### src/rtl/fmap_writer_pkg.sv
// Shared CNN types for the feature-map writer: element packet, state enum, element width.
// CNN_XLEN may be overridden on the command line; 16 bits is the default element width.
`ifndef CNN_XLEN
`define CNN_XLEN 16
`endif

package fmap_writer_pkg;

  typedef struct packed {
    logic                 valid;
    logic [`CNN_XLEN-1:0] data;
    logic                 last;
  } PE_OUT_PACKET;

  typedef enum logic [1:0] {
    ST_IDLE  = 2'd0,
    ST_PACK  = 2'd1,
    ST_FLUSH = 2'd2,
    ST_DONE  = 2'd3
  } fmap_state_t;

  localparam int STALL_CNT_WID = 16;

endpackage

### src/rtl/fmap_pack_reg.sv
// Lane packing register: collects elements into a word, generates the lane mask,
// and holds a completed word when it cannot be handed off immediately.
`ifndef CNN_XLEN
`define CNN_XLEN 16
`endif

module fmap_pack_reg
  import fmap_writer_pkg::*;
#(
  parameter  int DATA_WID = `CNN_XLEN,
  parameter  int PACK_NUM = 4,
  localparam int LANE_WID = $clog2(PACK_NUM)
) (
  input  logic                         clk,
  input  logic                         reset,
  input  logic                         clear,
  input  logic                         push,
  input  logic [DATA_WID-1:0]          push_data,
  input  logic                         push_last,
  input  logic                         take,
  output logic                         word_ready,
  output logic [PACK_NUM*DATA_WID-1:0] word_data,
  output logic [PACK_NUM-1:0]          word_mask,
  output logic                         full
);

  logic [PACK_NUM*DATA_WID-1:0] data_q;
  logic [PACK_NUM*DATA_WID-1:0] merged_data;
  logic [PACK_NUM-1:0]          mask_q;
  logic [PACK_NUM-1:0]          merged_mask;
  logic [LANE_WID-1:0]          lane_q;
  logic                         full_q;
  logic                         closing;

  // Unfilled lanes are kept at zero, so a partial word needs no extra masking of data.
  always_comb begin
    merged_data = data_q;
    merged_data[int'(lane_q)*DATA_WID +: DATA_WID] = push_data;
    merged_mask = '0;
    for (int i = 0; i < PACK_NUM; i++) begin
      merged_mask[i] = (i <= int'(lane_q));
    end
  end

  assign closing    = (lane_q == LANE_WID'(PACK_NUM-1)) || push_last;
  assign word_ready = full_q || (push && closing);
  assign word_data  = full_q ? data_q : merged_data;
  assign word_mask  = full_q ? mask_q : merged_mask;
  assign full       = full_q;

  always_ff @(posedge clk) begin
    if (reset || clear) begin
      data_q <= '0;
      mask_q <= '0;
      lane_q <= '0;
      full_q <= 1'b0;
    end else if (full_q) begin
      if (take) begin
        data_q <= '0;
        mask_q <= '0;
        lane_q <= '0;
        full_q <= 1'b0;
        // An element accepted on the handoff edge starts the next word in lane 0.
        if (push) begin
          data_q[DATA_WID-1:0] <= push_data;
          if (push_last) begin
            full_q <= 1'b1;
            mask_q <= PACK_NUM'(1);
          end else begin
            lane_q <= LANE_WID'(1);
          end
        end
      end
    end else if (push) begin
      if (closing && !take) begin
        data_q <= merged_data;
        mask_q <= merged_mask;
        full_q <= 1'b1;
        lane_q <= '0;
      end else if (closing) begin
        data_q <= '0;
        lane_q <= '0;
      end else begin
        data_q <= merged_data;
        lane_q <= lane_q + LANE_WID'(1);
      end
    end
  end

endmodule

### src/rtl/fmap_writer.sv
// Feature-map writer: packs activation elements into memory words and issues them
// through a req/gnt port. Optional stall counter enabled by FMAP_WRITER_STALL_CNT_EN.
`ifndef CNN_XLEN
`define CNN_XLEN 16
`endif

module fmap_writer
  import fmap_writer_pkg::*;
#(
  parameter int DATA_WID = `CNN_XLEN,
  parameter int PACK_NUM = 4,
  parameter int ADDR_WID = 10
) (
  input  logic                         clk,
  input  logic                         reset,
  input  PE_OUT_PACKET                 relu_out_pk,
  input  logic                         start,
  input  logic [ADDR_WID-1:0]          base_addr,
  output logic                         mem_wr_req,
  input  logic                         mem_wr_gnt,
  output logic [ADDR_WID-1:0]          mem_wr_addr,
  output logic [PACK_NUM*DATA_WID-1:0] mem_wr_data,
  output logic [PACK_NUM-1:0]          mem_wr_mask,
  output logic                         busy,
  output logic                         done,
  output logic                         overflow,
`ifdef FMAP_WRITER_STALL_CNT_EN
  output logic [STALL_CNT_WID-1:0]     stall_cnt,
`endif
  output fmap_state_t                  state
);

  // Handshake: a write completes on any edge where mem_wr_req and mem_wr_gnt are both
  // high; addr/data/mask are stable while req is high and gnt low; the input stream
  // has no back-pressure, so elements that cannot be stored are dropped.

  fmap_state_t                  state_q, state_d;
  logic                         req_q;
  logic [ADDR_WID-1:0]          addr_q;
  logic [PACK_NUM*DATA_WID-1:0] data_q;
  logic [PACK_NUM-1:0]          mask_q;
  logic                         overflow_q;

  logic                         start_ok;
  logic                         granted;
  logic                         pend_free;
  logic                         elem;
  logic                         push;
  logic                         take;
  logic                         drop;
  logic                         word_ready;
  logic                         pack_full;
  logic [PACK_NUM*DATA_WID-1:0] word_data;
  logic [PACK_NUM-1:0]          word_mask;

  assign start_ok  = (state_q == ST_IDLE) && start;
  assign granted   = req_q && mem_wr_gnt;
  assign pend_free = !req_q || mem_wr_gnt;
  assign elem      = (state_q == ST_PACK) && relu_out_pk.valid;
  assign push      = elem && (!pack_full || pend_free);
  assign drop      = elem && pack_full && !pend_free;
  assign take      = word_ready && pend_free;

  fmap_pack_reg #(
    .DATA_WID (DATA_WID),
    .PACK_NUM (PACK_NUM)
  ) u_pack (
    .clk        (clk),
    .reset      (reset),
    .clear      (start_ok),
    .push       (push),
    .push_data  (relu_out_pk.data[DATA_WID-1:0]),
    .push_last  (relu_out_pk.last),
    .take       (take),
    .word_ready (word_ready),
    .word_data  (word_data),
    .word_mask  (word_mask),
    .full       (pack_full)
  );

  // A last element still closes the frame even if it was dropped; FLUSH drains what is held.
  always_comb begin
    state_d = state_q;
    case (state_q)
      ST_IDLE:  if (start) state_d = ST_PACK;
      ST_PACK:  if (relu_out_pk.valid && relu_out_pk.last) state_d = ST_FLUSH;
      ST_FLUSH: if (granted && !pack_full) state_d = ST_DONE;
      ST_DONE:  state_d = ST_IDLE;
      default:  state_d = ST_IDLE;
    endcase
  end

  always_ff @(posedge clk) begin
    if (reset) begin
      state_q    <= ST_IDLE;
      req_q      <= 1'b0;
      addr_q     <= '0;
      data_q     <= '0;
      mask_q     <= '0;
      overflow_q <= 1'b0;
    end else begin
      state_q <= state_d;
      if (start_ok) begin
        addr_q     <= base_addr;
        overflow_q <= 1'b0;
      end
      if (drop) overflow_q <= 1'b1;
      if (granted) addr_q <= addr_q + ADDR_WID'(1);
      if (take) begin
        req_q  <= 1'b1;
        data_q <= word_data;
        mask_q <= word_mask;
      end else if (granted) begin
        req_q  <= 1'b0;
        mask_q <= '0;
      end
    end
  end

`ifdef FMAP_WRITER_STALL_CNT_EN
  logic [STALL_CNT_WID-1:0] stall_q;

  always_ff @(posedge clk) begin
    if (reset || start_ok) begin
      stall_q <= '0;
    end else if (req_q && !mem_wr_gnt && (stall_q != '1)) begin
      stall_q <= stall_q + STALL_CNT_WID'(1);
    end
  end

  assign stall_cnt = stall_q;
`endif

  assign mem_wr_req  = req_q;
  assign mem_wr_addr = addr_q;
  assign mem_wr_data = data_q;
  assign mem_wr_mask = mask_q;
  assign busy        = (state_q == ST_PACK) || (state_q == ST_FLUSH);
  assign done        = (state_q == ST_DONE);
  assign overflow    = overflow_q;
  assign state       = state_q;

endmodule

### config.mk
export PLATFORM = sky130hd
export DESIGN_NAME = fmap_writer
export DESIGN_NICKNAME = d
export VERILOG_FILES = /design/src/rtl/fmap_writer_pkg.sv /design/src/rtl/fmap_pack_reg.sv /design/src/rtl/fmap_writer.sv
export SDC_FILE = /design/constraint.sdc
export NUM_CORES = 1
export LEC_CHECK = 0
export BUFFER_PORTS_ARGS = -buffer_cell sky130_fd_sc_hd__buf_2
export CORE_ASPECT_RATIO = 1.25
export CORE_MARGIN = 5
export CORE_UTILIZATION = 40
export DETAILED_ROUTE_END_ITERATION = 12
export GPL_TIMING_DRIVEN = 0
export SLEW_MARGIN = 25
export SYNTH_ARGS = -nofsm -noshare
export SYNTH_HDL_FRONTEND = slang
export SYNTH_SLANG_ARGS = --single-unit
### constraint.sdc
create_clock -name clk -period 3.1 [get_ports clk]
set_clock_uncertainty 0.15 [all_clocks]
set_input_delay 0.155 -clock clk [delete_from_list [all_inputs] [get_ports clk]]
set_output_delay 0.155 -clock clk [all_outputs]
set_load 0.005 [all_outputs]
# Yosys cells after proc, flatten, opt, wreduce, memory -nomap -nowiden
# Index checks and enable logic that the tools add are counted.
# Widths: inputs -> output; s select.
[classes]
add_sub_neg = 3
n_lt_le_gt_ge = 3
eq_ne = 8
shift = 2
n_mux = 40
n_reduce_logical = 30
[ops]
columns = ["operator", "count"]
rows = [
  ["$mux 64", 6],
  ["$bwmux 64", 1],
  ["$shift 16x33->64 const A", 1],
  ["$shiftx 16x33->64", 1],
  ["$neg 6->33", 1],
  ["$mux 4", 8],
  ["$mux 10", 2],
  ["$mux 2", 9],
  ["$mux 16", 1],
  ["$mux 1", 12],
  ["$logic_and 1x1->1", 11],
  ["$add 10x1->10 const B", 1],
  ["$reduce_bool 2->1", 5],
  ["$pmux 2 s4", 1],
  ["$eq 2x2->1 const B", 3],
  ["$logic_or 1x1->1", 6],
  ["$ne 2x2->1 const B", 3],
  ["$reduce_and 3->1", 2],
  ["$le 2x2->1 const A", 2],
  ["$logic_not 1->1", 4],
  ["$add 2x1->2 const B", 1],
  ["$eq 2x1->1 const B", 1],
  ["$le 1x2->1 const A", 1],
  ["$logic_not 2->1", 1],
  ["other kinds (2)", 2],
]
[totals]
register_bits = 153
input_bits = 32
output_inout_bits = 84
wordCells = 96

# Logic depth before layout (Yosys ltp)
[logic_depth]
depth_word = 12
mapped_depth = 8
mapped_depth_nobuf = 6

# By module
# From an unflattened synthesis, not the netlist that was laid out.
[unflattened]
hier_cells = 835
area_unflattened_um2 = 7135.6
[by_module_without_submodules]
columns = ["mod", "n_inst", "cells_per_inst", "area_each_um2", "seq_area_each_um2"]
rows = [
  ["fmap_pack_reg", 1, 416, 3663.5, 1421.4],
  ["fmap_writer", 1, 419, 3472.1, 1641.6],
]

# Least setup slack after synthesis
# OpenSTA, ideal clock, no wires.
[synth_timing]
path_kind = "reg2reg"
startpoint = "register u_pack.lane_q[0]"
endpoint = "register u_pack.data_q[39]"
setup_ns = 0.059
arrival_time_ns = 2.083
t_required_ns = 2.891
slack_ns = 0.808
stages_incl_launch_ff = 8
path_buffers = 1
period_less_slack_ns = 2.292
path_cell_list = "dfxtp_1 inv_1 ha_1 nand3b_1 nor3_2 nor4b_4 buf_2 a22o_1"
[synth_via]
elab_chain_len = 10
word_cells_on_any_way = 17
cone_classes = "1 x add/sub; 2 x eq/ne; 2 x shift; 5 x mux; 7 x reduce/logical"
[synth_rtl]
columns = ["item", "line_no", "rtl"]
rows = [
  ["from (decl)", "fmap_pack_reg.sv:31", "logic [LANE_WID-1:0] lane_q;"],
  ["from (signal assigned)", "fmap_pack_reg.sv:85", "lane_q <= lane_q + LANE_WID'(1);"],
  ["branches (longest 10 deep; another with $neg 6->33)", "--", ""],
  ["to (signal, indexed assignment)", "fmap_pack_reg.sv:65", "data_q[DATA_WID-1:0] <= push_data;"],
  ["to (signal assigned)", "fmap_pack_reg.sv:76", "data_q <= merged_data;"],
  ["to (signal assigned)", "fmap_pack_reg.sv:84", "data_q <= merged_data;"],
  ["to (decl)", "fmap_pack_reg.sv:27", "logic [PACK_NUM*DATA_WID-1:0] data_q;"],
]
# Parallel ways; which one is timed is not known. The select of a mux whose other input is x is not followed.
# A chain may end at the register's enable or synchronous reset.

# Final worst setup path
[layout_timing]
startpoint = "register u_pack.lane_q[0]"
endpoint = "register u_pack.data_q[40]"
# Same word-level chain as after synthesis.

==> run_results.csv <==
group,metric,value,unit
outcome,status,"finished, final reports clean",
sta,tns,0,ns
drt,topRoutingLayerUsed,"met4",
critical_path,critPathRequiredTime,3.32,ns
sta,timing.final.crit_share,0.933,
yosys,synth_edf_count,0,
yosys,synthXorXnorAreaFrac,0,
yosys,async_reset_ff_frac,0,
critical_path,worst_r2r_startpoint,"u_pack.lane_q[0]",
sta,finalCriticalPeriod,2.89,ns
sta,tightest_slew,0.741,ns
cts,htreeDepth,4,
worst_hold_path,hold_path_class,"in -> reg",
yosys,synth_fa_ha_area_frac,0.0217,
placed_design,portBuffers,99,
power_and_ir_drop,cellPowerDensity,654,nW/um^2
critical_path,crit_path_start,"u_pack.lane_q[0]",
global_routing,antenna_found_initial,0,
global_routing,grt_usage,0.217,
finish,area_delta_synth_final,23.1,%
critical_path,critPathTopFamily,"simple AND/OR/NAND/NOR gates",
power_and_ir_drop,power.leakage,3.54,nW
sta,hold_viol,0,
floorplanning,ios,116,
placed_design,dpl_cell_area,7680,um^2
yosys,netlist_instances,778,
placed_design,routabilityCongestion,0.913,
yosys,yosysTopAreaCell,"dfxtp_1",
critical_path,setup.worst_path.end,"u_pack.data_q[40]",
critical_path,cp.arrival,3.11,ns
critical_path,critPathBufInv,2,
run,drv_cap,0,
finish,antenna_cells,0,
critical_path,reg2reg_depth,7,
cts,root_buffer,"clkbuf_16",
critical_path,end_kind,"register",
critical_path,slowest_delay,0.60,ns
floorplanning,die_x,128,um
drt,firstDrtPassIters,5,
drt,viasPerCell,5.73,
drt,route.detailed.drc,0,
critical_path,reg2reg_slack,0.21,ns
drt,num_vias,6606,
drt,m1WireLength,9.68,mm
global_routing,grt_pass1_wl,34.3,mm
yosys,syn_area_per_cell,8.88,um^2
floorplanning,die_h,157,um
power_and_ir_drop,fin_total_pwr,5.56,mW
floorplanning,core-area,16900,um^2
global_routing,grt_remaining_overflow,0,
cts,cts_buffers,17,
drt,wl_met3,883,um
yosys,synth_top_family_by_area,"compound AO/OA/AOI/OAI gates",
yosys,yosys.area_share.simple,0.171,
critical_path,path_max_fanout,11,
yosys,synth_top_area_share,0.443,
power_and_ir_drop,ir_drop,0.349,mV
cts,cts_buffer_depth,2,
yosys,synth.area.top_cells,"dfxtp_1 (44%), nor2_1 (4.9%), a221oi_1 (4.4%)",
yosys,synth_compound_area_frac,0.298,
critical_path,path_class,"reg -> reg",
finish,design_area,8500,um^2
cts,clock_sinks,153,
yosys,yosys_warnings,0,
sta,rsz0062_at_grt,"false",
drt,met2_length,10.7,mm
yosys,synth_common_cells,"dfxtp_1 (153), nor2_1 (91), nand2_1 (66)",
drt,route.detailed.wl_per_inst,18.8,um
sta,fmax,346,MHz
drt,drt_iter0_drc,570,
critical_path,cp.depth,7,
yosys,dominantRegCellSynth,"dfxtp_1",
yosys,synth.most_common_cell,"dfxtp_1",
global_routing,grt_pass1_vias,6286,
critical_path,critPathLaunchType,"register",
cts,cts_tree,"yes",
global_routing,grt_max_degree,17,
yosys,yosysSeqAreaShare,0.443,
drt,routed_wl,21.7,mm
finish,drive_gt1_frac,0.222,
critical_path,crit_path_top_delay_cell,"dfxtp_1",
critical_path,path_cells,"inv_1, ha_1, nand3b_1, nor3_4, nor4b_4, buf_2, a22o_1",
yosys,synth_cell_types,57,
critical_path,timing.rr.end,"u_pack.data_q[40]",
cts,clock_latency,0.43,ns
floorplanning,dieArea,20000,um^2
sta,relSlewSlack,0.502,
yosys,synth-seq-cells,153,
placed_design,dp_hpwl,15.3,mm
yosys,synthMuxAreaShare,0.00598,
sta,slew_violations,0,
drt,ant_nets,0,
sta,finalSetupViolations,0,
yosys,syn_area,6910,um^2
yosys,syn_nets,822,
cts,clk_pin_slew,0.06,ns
finish,layout.nets,964,
floorplanning,row_count,53,
floorplanning,start_util,0.409,
[routing by layer]
metal / track usage / vias up
met3: 0.0390 / 39
met1: 0.279 / 3193
li1: - / 3183
met5: 0 / -
met4: 0.0792 / 0
met2: 0.366 / 191
[sequential cells by signal, indices dropped and copies added, names as in the netlist]
signal         flops
u_pack.lane_q      2
mem_wr_data       64
u_pack.full        1
mem_wr_req         1
mem_wr_mask        4
mem_wr_addr       10
state              2
overflow           1
u_pack.mask_q      4
u_pack.data_q     64
[cell usage in the layout (no fill, tap or decap), types with 14 or more instances in the layout]
master	instances
o21ai_0	41
nor2_1	91
nand3_1	25
a22o_1	34
clkbuf_16	17
dlygate4sd3_1	24
o221a_2	14
a22oi_1	18
a21oi_1	40
dfxtp_1	153
a31oi_1	17
buf_2	135
a221oi_1	35
a311oi_1	17
nand2_1	66
clkbuf_1	33
nor2b_1	31
[power breakdown]
| part | total [mW] | internal [mW] | switching [mW] |
|---|---|---|---|
| logic | 1.25 | 0.485 | 0.764 |
| clock network | 2.04 | 1.14 | 0.896 |
| registers | 2.27 | 2.15 | 0.126 |
| total | 5.56 | 3.78 | 1.79 |
[metrics by stage]
| stage | std cells | utilization | worst slack (ns) | hold WS, ns |
|---|---|---|---|---|
| floorplan | 778 | - | 0.808 | 0.155 |
| global route | 1153 | 0.503 | 0.0184 | 0.0221 |
| CTS | 1153 | 0.502 | 0.159 | 0.0000293 |
| finish | 1153 | 0.503 | 0.207 | 0.0131 |
| detailed placement | 1097 | 0.454 | 0.171 | 0.269 |
| global placement | 1097 | 0.454 | 0.191 | 0.257 |
[worst register-to-register path: cells and delay by family, from the launching register on]
kind | cells | cell delay [ns]
and+or+nand+nor | 3 | 0.87
adders and majority gates | 1 | 0.51
AOI/OAI and AO/OA | 1 | 0.15
DFF | 1 | 0.60
buffers and inverters | 2 | 0.54
[worst min path at each step]
stage	startpoint	end	slack, ns	depth (start not counted)
final	relu_out_pk[3]	mem_wr_data[2]	0.01	3
after global routing	relu_out_pk[3]	u_pack.data_q[50]	0.02	2
after CTS	relu_out_pk[3]	mem_wr_data[2]	0.00003	3
after detailed placement	base_addr[0]	mem_wr_addr[0]	0.27	3
after global placement	base_addr[0]	mem_wr_addr[0]	0.26	3
after floorplan	base_addr[3]	mem_wr_addr[3]	0.16	2
[cell families after synthesis]
| logic type | after synthesis |
|---|---|
| simple gates | 249 |
| flops | 153 |
| mux | 4 |
| fa+ha+maj | 12 |
| compound gates | 272 |
| buf+inv | 88 |
[final cells by class]
cell class	count	area, um^2
sequential	153	3060
clock buffer	18	439
fill	1666	8410
tap	220	275
clock inverter	14	136
timing repair buffer	123	736
multi-input combinational	537	3440
inverter	7	26.3
buffer	81	388
[repair_timing]
item                       in CTS  in global routing
setup endpoints to repair       0                  2
hold endpoints to repair       37                  0
gates resized for setup         0                  1
buffers inserted                0                  0
hold buffers                   24                  0
Power figures use the tool's default switching activity.
